### config.mk
export PLATFORM = sky130hd
export DESIGN_NAME = if_fetch_unit_flat
export DESIGN_NICKNAME = d
export VERILOG_FILES = /design/src/rtl/if_fetch_unit_if.sv /design/src/rtl/if_fetch_unit.sv /design/src/flat_wrapper.sv
export SDC_FILE = /design/constraint.sdc
export NUM_CORES = 1
export LEC_CHECK = 0
export ABC_AREA = 1
export CORE_UTILIZATION = 30
export DETAILED_ROUTE_END_ITERATION = 8
export MAX_ROUTING_LAYER = met4
export PLACE_DENSITY = 0.52
export SLEW_MARGIN = 20
export SYNTH_ARGS = -nofsm -noshare
export SYNTH_HDL_FRONTEND = slang
export SYNTH_SLANG_ARGS = --single-unit
### constraint.sdc
create_clock -name clk -period 3.5 [get_ports clk]
set_clock_uncertainty 0.1 [all_clocks]
set_input_delay 1.05 -clock clk [delete_from_list [all_inputs] [get_ports clk]]
set_output_delay 1.05 -clock clk [all_outputs]
set_load 0.05 [all_outputs]
### src/rtl/if_fetch_unit_if.sv
// Signal bundle between the IF fetch unit, the instruction memory and the
// IF/ID register. The fetch unit takes the master side; the surrounding
// pipeline/memory environment takes the slave side.
interface if_fetch_unit_if #(
  parameter int ADDR_WIDTH = 10,
  parameter int DATA_WIDTH = 32
);
  // instruction memory port
  logic [ADDR_WIDTH-1:0] imem_addr;
  logic [DATA_WIDTH-1:0] imem_data;
  logic                  imem_addr_valid;
  // control-flow redirect from later stages
  logic                  redirect_valid;
  logic [31:0]           redirect_pc;
  // IF/ID handshake
  logic                  id_ready;
  logic                  if_valid;
  logic [DATA_WIDTH-1:0] if_instr;
  logic [31:0]           if_pc;
  logic                  if_fault;

  modport master (
    output imem_addr,
    input  imem_data,
    input  imem_addr_valid,
    input  redirect_valid,
    input  redirect_pc,
    input  id_ready,
    output if_valid,
    output if_instr,
    output if_pc,
    output if_fault
  );

  modport slave (
    input  imem_addr,
    output imem_data,
    output imem_addr_valid,
    output redirect_valid,
    output redirect_pc,
    output id_ready,
    input  if_valid,
    input  if_instr,
    input  if_pc,
    input  if_fault
  );
endinterface

### src/rtl/if_fetch_unit.sv
// IF-stage fetch engine. Owns the PC, drives the IMEM word address every
// cycle, tracks the fixed 2-cycle IMEM latency with a 2-stage tag pipeline and
// buffers returned instructions in a FIFO_DEPTH-entry FIFO feeding the IF/ID
// valid/ready handshake. A redirect flushes both the FIFO and in-flight tags.
// Optional performance counters are built when IF_PERF_CNT_EN is defined;
// otherwise perf_fetched/perf_stall are tied to zero.
module if_fetch_unit #(
  parameter int          ADDR_WIDTH = 10,
  parameter int          DATA_WIDTH = 32,
  parameter logic [31:0] RESET_PC   = 32'h0000_0000,
  parameter int          FIFO_DEPTH = 4
) (
  input  logic            clk,
  input  logic            rst_n,
  if_fetch_unit_if.master bus,
  output logic [31:0]     perf_fetched,
  output logic [31:0]     perf_stall
);
  localparam int PTR_W = $clog2(FIFO_DEPTH);
  localparam int CNT_W = PTR_W + 1;
  localparam int OCC_W = CNT_W + 1;
  localparam logic [DATA_WIDTH-1:0] NOP_INSTR = DATA_WIDTH'(32'h0000_0013);

  // A fetch faults when IMEM flags the address or the PC lies above the IMEM window.
  function automatic logic fetch_fault(input logic [31:0] pc, input logic range_ok);
    return !range_ok || ((pc >> (ADDR_WIDTH + 2)) != 32'd0);
  endfunction

  // PC and in-flight tag pipeline (stage 1 = issued last cycle, stage 2 = data arriving now)
  logic [31:0] pc_r;
  logic        s1_valid_r;
  logic [31:0] s1_pc_r;
  logic        s2_valid_r;
  logic [31:0] s2_pc_r;

  // instruction buffer
  logic [DATA_WIDTH-1:0] fifo_instr_r [FIFO_DEPTH];
  logic [31:0]           fifo_pc_r    [FIFO_DEPTH];
  logic                  fifo_fault_r [FIFO_DEPTH];
  logic [PTR_W-1:0]      wr_ptr_r;
  logic [PTR_W-1:0]      rd_ptr_r;
  logic [CNT_W-1:0]      count_r;

  logic [OCC_W-1:0]      occupancy_s;
  logic                  issue_s;
  logic                  push_s;
  logic                  pop_s;
  logic                  if_valid_s;
  logic                  push_fault_s;
  logic [DATA_WIDTH-1:0] push_instr_s;
  logic [31:0]           redirect_target_s;

  assign redirect_target_s = bus.redirect_pc & 32'hFFFF_FFFC;
  assign bus.imem_addr     = pc_r[ADDR_WIDTH+1:2];

  // Credit check, push/pop decisions and the data captured on a response
  always_comb begin
    occupancy_s  = {1'b0, count_r} + OCC_W'(s1_valid_r) + OCC_W'(s2_valid_r);
    issue_s      = (occupancy_s < OCC_W'(FIFO_DEPTH)) && !bus.redirect_valid;
    push_s       = s2_valid_r && !bus.redirect_valid;
    if_valid_s   = (count_r != {CNT_W{1'b0}}) && !bus.redirect_valid;
    pop_s        = if_valid_s && bus.id_ready;
    push_fault_s = fetch_fault(s2_pc_r, bus.imem_addr_valid);
    if (push_fault_s) begin
      push_instr_s = NOP_INSTR;
    end else begin
      push_instr_s = bus.imem_data;
    end
  end

  // Head-of-FIFO presentation; zeros whenever nothing is offered
  always_comb begin
    bus.if_valid = if_valid_s;
    if (if_valid_s) begin
      bus.if_instr = fifo_instr_r[rd_ptr_r];
      bus.if_pc    = fifo_pc_r[rd_ptr_r];
      bus.if_fault = fifo_fault_r[rd_ptr_r];
    end else begin
      bus.if_instr = {DATA_WIDTH{1'b0}};
      bus.if_pc    = 32'd0;
      bus.if_fault = 1'b0;
    end
  end

  // PC advance and latency-tracking tags; redirect reloads PC and kills all tags
  always_ff @(posedge clk or negedge rst_n) begin
    if (!rst_n) begin
      pc_r       <= RESET_PC;
      s1_valid_r <= 1'b0;
      s1_pc_r    <= 32'd0;
      s2_valid_r <= 1'b0;
      s2_pc_r    <= 32'd0;
    end else if (bus.redirect_valid) begin
      pc_r       <= redirect_target_s;
      s1_valid_r <= 1'b0;
      s2_valid_r <= 1'b0;
    end else begin
      s1_valid_r <= issue_s;
      s1_pc_r    <= pc_r;
      s2_valid_r <= s1_valid_r;
      s2_pc_r    <= s1_pc_r;
      if (issue_s) begin
        pc_r <= pc_r + 32'd4;
      end else begin
        pc_r <= pc_r;
      end
    end
  end

  // Instruction FIFO: enqueue responses, dequeue on handshake, flush on redirect
  always_ff @(posedge clk or negedge rst_n) begin
    if (!rst_n) begin
      wr_ptr_r <= {PTR_W{1'b0}};
      rd_ptr_r <= {PTR_W{1'b0}};
      count_r  <= {CNT_W{1'b0}};
      for (int i = 0; i < FIFO_DEPTH; i++) begin
        fifo_instr_r[i] <= {DATA_WIDTH{1'b0}};
        fifo_pc_r[i]    <= 32'd0;
        fifo_fault_r[i] <= 1'b0;
      end
    end else if (bus.redirect_valid) begin
      wr_ptr_r <= {PTR_W{1'b0}};
      rd_ptr_r <= {PTR_W{1'b0}};
      count_r  <= {CNT_W{1'b0}};
    end else begin
      if (push_s) begin
        fifo_instr_r[wr_ptr_r] <= push_instr_s;
        fifo_pc_r[wr_ptr_r]    <= s2_pc_r;
        fifo_fault_r[wr_ptr_r] <= push_fault_s;
        wr_ptr_r               <= wr_ptr_r + PTR_W'(1);
      end else begin
        wr_ptr_r <= wr_ptr_r;
      end
      if (pop_s) begin
        rd_ptr_r <= rd_ptr_r + PTR_W'(1);
      end else begin
        rd_ptr_r <= rd_ptr_r;
      end
      case ({push_s, pop_s})
        2'b10:   count_r <= count_r + CNT_W'(1);
        2'b01:   count_r <= count_r - CNT_W'(1);
        default: count_r <= count_r;
      endcase
    end
  end

`ifdef IF_PERF_CNT_EN
  logic [31:0] perf_fetched_r;
  logic [31:0] perf_stall_r;

  // Free-running event counters; survive redirects, wrap at 2^32
  always_ff @(posedge clk or negedge rst_n) begin
    if (!rst_n) begin
      perf_fetched_r <= 32'd0;
      perf_stall_r   <= 32'd0;
    end else begin
      if (pop_s) begin
        perf_fetched_r <= perf_fetched_r + 32'd1;
      end else begin
        perf_fetched_r <= perf_fetched_r;
      end
      if (if_valid_s && !bus.id_ready) begin
        perf_stall_r <= perf_stall_r + 32'd1;
      end else begin
        perf_stall_r <= perf_stall_r;
      end
    end
  end

  assign perf_fetched = perf_fetched_r;
  assign perf_stall   = perf_stall_r;
`else
  assign perf_fetched = 32'd0;
  assign perf_stall   = 32'd0;
`endif

endmodule
### src/flat_wrapper.sv
// flat-port wrapper written by rule: the top's interface ports become plain ports
module if_fetch_unit_flat 
#(
  parameter int          ADDR_WIDTH = 10,
  parameter int          DATA_WIDTH = 32,
  parameter logic [31:0] RESET_PC   = 32'h0000_0000,
  parameter int          FIFO_DEPTH = 4
)
  (clk, rst_n, perf_fetched, perf_stall, bus_imem_addr, bus_imem_data, bus_imem_addr_valid, bus_redirect_valid, bus_redirect_pc, bus_id_ready, bus_if_valid, bus_if_instr, bus_if_pc, bus_if_fault);
  if_fetch_unit_if #(.ADDR_WIDTH(ADDR_WIDTH), .DATA_WIDTH(DATA_WIDTH)) bus_i ();
  input  logic clk;
  input  logic rst_n;
  output logic [31:0] perf_fetched;
  output logic [31:0] perf_stall;
  output wire logic [$bits(bus_i.imem_addr)-1:0] bus_imem_addr;
  input wire logic [$bits(bus_i.imem_data)-1:0] bus_imem_data;
  input wire logic [$bits(bus_i.imem_addr_valid)-1:0] bus_imem_addr_valid;
  input wire logic [$bits(bus_i.redirect_valid)-1:0] bus_redirect_valid;
  input wire logic [$bits(bus_i.redirect_pc)-1:0] bus_redirect_pc;
  input wire logic [$bits(bus_i.id_ready)-1:0] bus_id_ready;
  output wire logic [$bits(bus_i.if_valid)-1:0] bus_if_valid;
  output wire logic [$bits(bus_i.if_instr)-1:0] bus_if_instr;
  output wire logic [$bits(bus_i.if_pc)-1:0] bus_if_pc;
  output wire logic [$bits(bus_i.if_fault)-1:0] bus_if_fault;
  assign bus_imem_addr = bus_i.imem_addr;
  assign bus_i.imem_data = bus_imem_data;
  assign bus_i.imem_addr_valid = bus_imem_addr_valid;
  assign bus_i.redirect_valid = bus_redirect_valid;
  assign bus_i.redirect_pc = bus_redirect_pc;
  assign bus_i.id_ready = bus_id_ready;
  assign bus_if_valid = bus_i.if_valid;
  assign bus_if_instr = bus_i.if_instr;
  assign bus_if_pc = bus_i.if_pc;
  assign bus_if_fault = bus_i.if_fault;
  if_fetch_unit #(.ADDR_WIDTH(ADDR_WIDTH), .DATA_WIDTH(DATA_WIDTH), .RESET_PC(RESET_PC), .FIFO_DEPTH(FIFO_DEPTH)) u_core (.clk(clk), .rst_n(rst_n), .bus(bus_i), .perf_fetched(perf_fetched), .perf_stall(perf_stall));
endmodule
# After elaboration in Yosys (flattened, before gate mapping)
# Cells that the tools add are included.
# word_totals
register_bits	365
inputBits	69
output_inout_bits	140
word_cells	81
# op_classes
add_sub_neg	7
magnitude_cmp	4
eq_ne	2
mux	30
n_bitwise	3
n_reduce_logical	15
# ops
op	count
$mux W32	10
$bwmux W128	2
$bmux W32 S2	2
$demux W32 S2	1
$add A32 B3 Y32 const B	1
$reduce_bool A32 Y1	1
$mux W2	4
$ge A3 B3 Y1 const B	2
$mux W1	6
$not A2 Y3	2
$pmux W3 S2	1
$reduce_bool A2 Y1	3
$reduce_bool A3 Y1	2
$logic_and A1 B1 Y1	5
$add A2 B1 Y2 const B	2
$add A3 B1 Y4	1
$add A4 B1 Y4	1
$bwmux W4	1
$lt A4 B3 Y1 const B	1
$add A3 B1 Y3 const B	1
$lt A3 B1 Y1 const B	1
$mux W3	1
$sub A3 B1 Y3 const B	1
$bmux W1 S2	1
other kinds (7)	8

# Logic depth before layout (Yosys ltp)
# depth
depth_word	6
mapped_depth	10

# Worst setup path after synthesis
# OpenSTA, ideal clock, no wires.
# synth_timing
path_type	input to output
start	input bus_redirect_valid
end	output bus_if_pc[20]
arrival_time_ns	2.317
slack_ns	0.033
cell_stages	4
path_cell_list	inv_2 nand2_1 clkbuf_1 a21oi_1
# synth_between
elab_chain_cells	3
# synth_rtl
element	line	rtl
start: declaration	flat_wrapper.sv:18	input wire logic [$bits(bus_i.redirect_valid)-1:0] bus_redirect_valid;
$logic_not A1 Y1	if_fetch_unit.sv:61	if_valid_s = (count_r != {CNT_W{1'b0}}) && !bus.redirect_valid;
$logic_and A1 B1 Y1	if_fetch_unit.sv:61	
$mux W32	if_fetch_unit.sv:74	if (if_valid_s) begin
end: declaration	flat_wrapper.sv:23	output wire logic [$bits(bus_i.if_pc)-1:0] bus_if_pc;
# No other way between the ends.

# Final worst setup path
# layout_timing
start	register u_core.rd_ptr_r[0]
end	output bus_if_pc[13]
# layout_between
elab_chain_cells	5
# layout_rtl
element	line	rtl
start: declaration	if_fetch_unit.sv:41	logic [PTR_W-1:0] rd_ptr_r;
start signal: assignment	if_fetch_unit.sv:114	rd_ptr_r <= {PTR_W{1'b0}};
start signal: assignment	if_fetch_unit.sv:123	rd_ptr_r <= {PTR_W{1'b0}};
start signal: assignment	if_fetch_unit.sv:135	rd_ptr_r <= rd_ptr_r + PTR_W'(1);
$not A2 Y3 (not written as such)	if_fetch_unit.sv:76	bus.if_pc = fifo_pc_r[rd_ptr_r];
$bmux W32 S2	if_fetch_unit.sv:76	
$mux W32 (not written as such) (2 in series)	if_fetch_unit.sv:76	
$mux W32	if_fetch_unit.sv:74	
# No other way between the ends. The select of a mux whose other input is x is not followed.

==> metrics.txt <==
outcome finished, final reports clean; die width approximately 240 µm; Avg Inst Size Synth roughly 8 µm²; layout filler cell count between 5,000 and 6,000; Yosys top cell area share ~50%; fraction of registers with async set/reset 100%; storage element area 8790 µm²; via count 14,295; Congestion Overflow GR 0; Die Y ~240 µm; htree depth 2; critical setup path kind register to output pin; EDFF count, synth 0; most frequent cells in the layout nand2_1, dfrtp_1, o21ai_0; sequential share of the synthesized area around 50%; initial antenna violation count 1; cts hold-fix bufs 0; PD cells about 740 nW/µm²; port bufs 140; Setup violations, final 0; top_reg_cell synth dfrtp_1; Seq cells post-synth 351; f_max between 200 and 300 MHz; largest net degree at the start of global routing 86; clk slew on worst S/H paths ~0.060 ns; crit share post-route between 90 and 100%; Clk Latency, worst-skew pair around 0.56 ns; mux share of post-synthesis cell area 0%; first-pass GRT wire length 78,400 µm; Initial Utilization 30.3%; Util after Layout 37.6%; GRT Total Usage ~17%; clk sink count between 300 and 400; Synth Instances ~2,200; worst-margin pin slew 0.791 ns; Post-Synth Adder-Cell Area less than 1%; CP Max Fanout 18; Synth Area in Simple Gates between 20% and 30%; antenna viol nets, final 0; Boundary Pins roughly 210; HPWL Detailed approximately 32,000 µm; synth top area cells dfrtp_1, nand2_1, o21ai_0; min cycle time layout between 3 and 4 ns; hold slack 0.371 ns; die area just under 60,000 µm²; leading cell type in the layout, fill and taps excluded nand2_1; CP Data Required Time around 2.4 ns; drt wl/cell 16.5 µm; Worst EP arrival about 2.2 ns; clock buffer depth 3; Synth Area in Compound Gates between 15 and 20%; Core Area between 50,000 and 60,000 µm²; area delta synth->final 24.0%; Hold Path Class register to register; CTS buffer count 41; vias per cell around 4.7; CP Capture Type output pin; warning count from the yosys run 0; share of layout cells above drive strength 1 12.5%; drt pass-1 iters 5; max-cap violations 0; clock tree root buffer cell clkbuf_16; Post-Synth XOR/XNOR Area less than 1%; RSZ-0062 raised after global routing yes; maximum vdd drop 0.396 mV; largest area contributor in the netlist dfrtp_1; Iter 0 DRT Violations 966; Setup TNS Final 0 ns; Remaining DRCs 0; GPL Wtd Cong about 0.86; Rows 88; crit start category register; max-slew violations 0; Final Hold Fails 0; Max transition margin a little under half; fin nets 2,343; vias in the first global route about 14,000; Post-Syn Area roughly 18,000 µm²; multi-input gate area in the final layout approximately 7000 µm²; Leakage between 10 and 15 nW; Synth cell types 42; WL final about 50,000 µm; worst reg-to-reg setup slack 1.36 ns; TritonCTS clock tree built; combinational family with the most area after synthesis simple AND/OR/NAND/NOR gates
-- routing by layer --
layer  vias to the layer above  track usage (%)  share of wire [%]
li1                       6947                -                  -
met1                      6976             23.3                 47
met2                       330             27.0                 47
met3                        42             3.13                4.5
met4                         0             3.22                1.2
met5                         -                -                  0
-- layout make-up --
| class | instances | share of cell area (%) |
|---|---|---|
| diodes | 1 | 0.0115 |
| clock buffers | 61 | 5.67 |
| clock inverters | 11 | 0.663 |
| inverters | 181 | 3.15 |
| multi-input cells | 1496 | 33.1 |
| flip-flops and latches | 351 | 40.5 |
| well taps | 765 | 4.41 |
| repair buffers | 196 | 12.5 |
-- cells by family after synthesis --
group	Yosys count
AND/OR/NAND/NOR	864
AO/OA/AOI/OAI	543
buffers and inverters	381
flip-flops	351
XOR/XNOR	16
adder cells (fa/ha/maj)	7
other	1
-- flip-flops by register name, indices dropped and copies added, names as in the netlist, 2 cells and up --
signal	cells
u_core.wr_ptr_r	2
u_core.fifo_pc_r	120
u_core.pc_r	30
u_core.count_r	3
u_core.fifo_fault_r	4
u_core.s1_pc_r	30
u_core.rd_ptr_r	2
u_core.fifo_instr_r	128
u_core.s2_pc_r	30
-- power by group --
part | switching (W) | internal, W | leakage, nW
Clock | 0.00169 | 0.00265 | 0.678
Sequential | 0.000685 | 0.00512 | 4.44
Combinational | 0.00370 | 0.00217 | 5.18
-- path summary, 6_finish.rpt --
| kind | cells past startpoint | start | endpoint |
|---|---|---|---|
| min in group asynchronous | 1 | rst_n | u_core.fifo_instr_r[40] |
| max in group asynchronous | 2 | rst_n | u_core.s2_pc_r[2] |
| hold / removal | 2 | u_core.fifo_instr_r[118] | u_core.fifo_instr_r[118] |
| setup reg to reg | 7 | u_core.wr_ptr_r[1] | u_core.fifo_instr_r[82] |
| hold reg to reg | 2 | u_core.fifo_instr_r[118] | u_core.fifo_instr_r[118] |
| setup / recovery | 6 | u_core.rd_ptr_r[0] | bus_if_pc[13] |
-- synth_stat cells (5+ instances only) --
master and n:
a21boi_0 10, a21oi_1 145, buf_1 11, buf_2 50, buf_4 80, clkbuf_1 52, dfrtp_1 351, ha_1 6
inv_1 156, inv_2 21, nand2_1 583, nand3_1 33, nor2_1 189, nor2_2 10, nor2_4 5, nor2_8 26
o21ai_0 314, o21ai_1 60, xor2_1 14
-- metrics by stage --
step	instances	setup slack, ns	power, W	instance area (µm²)
after global placement	2985	-0.0366	0.0115	20200
after global routing	3062	-0.0148	0.0170	21700
final	3062	0.109	0.0160	21700
after detailed placement	2985	-0.0330	0.0116	20200
after floorplan	2228	0.0331	0.00922	17700
after CTS	3057	-0.0715	0.0160	21600
-- worst max-delay path, stage by stage (launching register included) --
cell	delay, ns
dfrtp_4	0.57
inv_4	0.18
buf_12	0.19
buf_16	0.16
o21ai_0	0.10
a21oi_1	0.29
buf_12	0.18
-- repair_timing --
action	4_1_cts	5_1_grt
pin swaps	1	3
cloned	0	4
gates resized for setup	7	19
buffers inserted	0	0
setup endpoints to repair	18	24
Note: power is estimated with default switching activity, not from simulation.
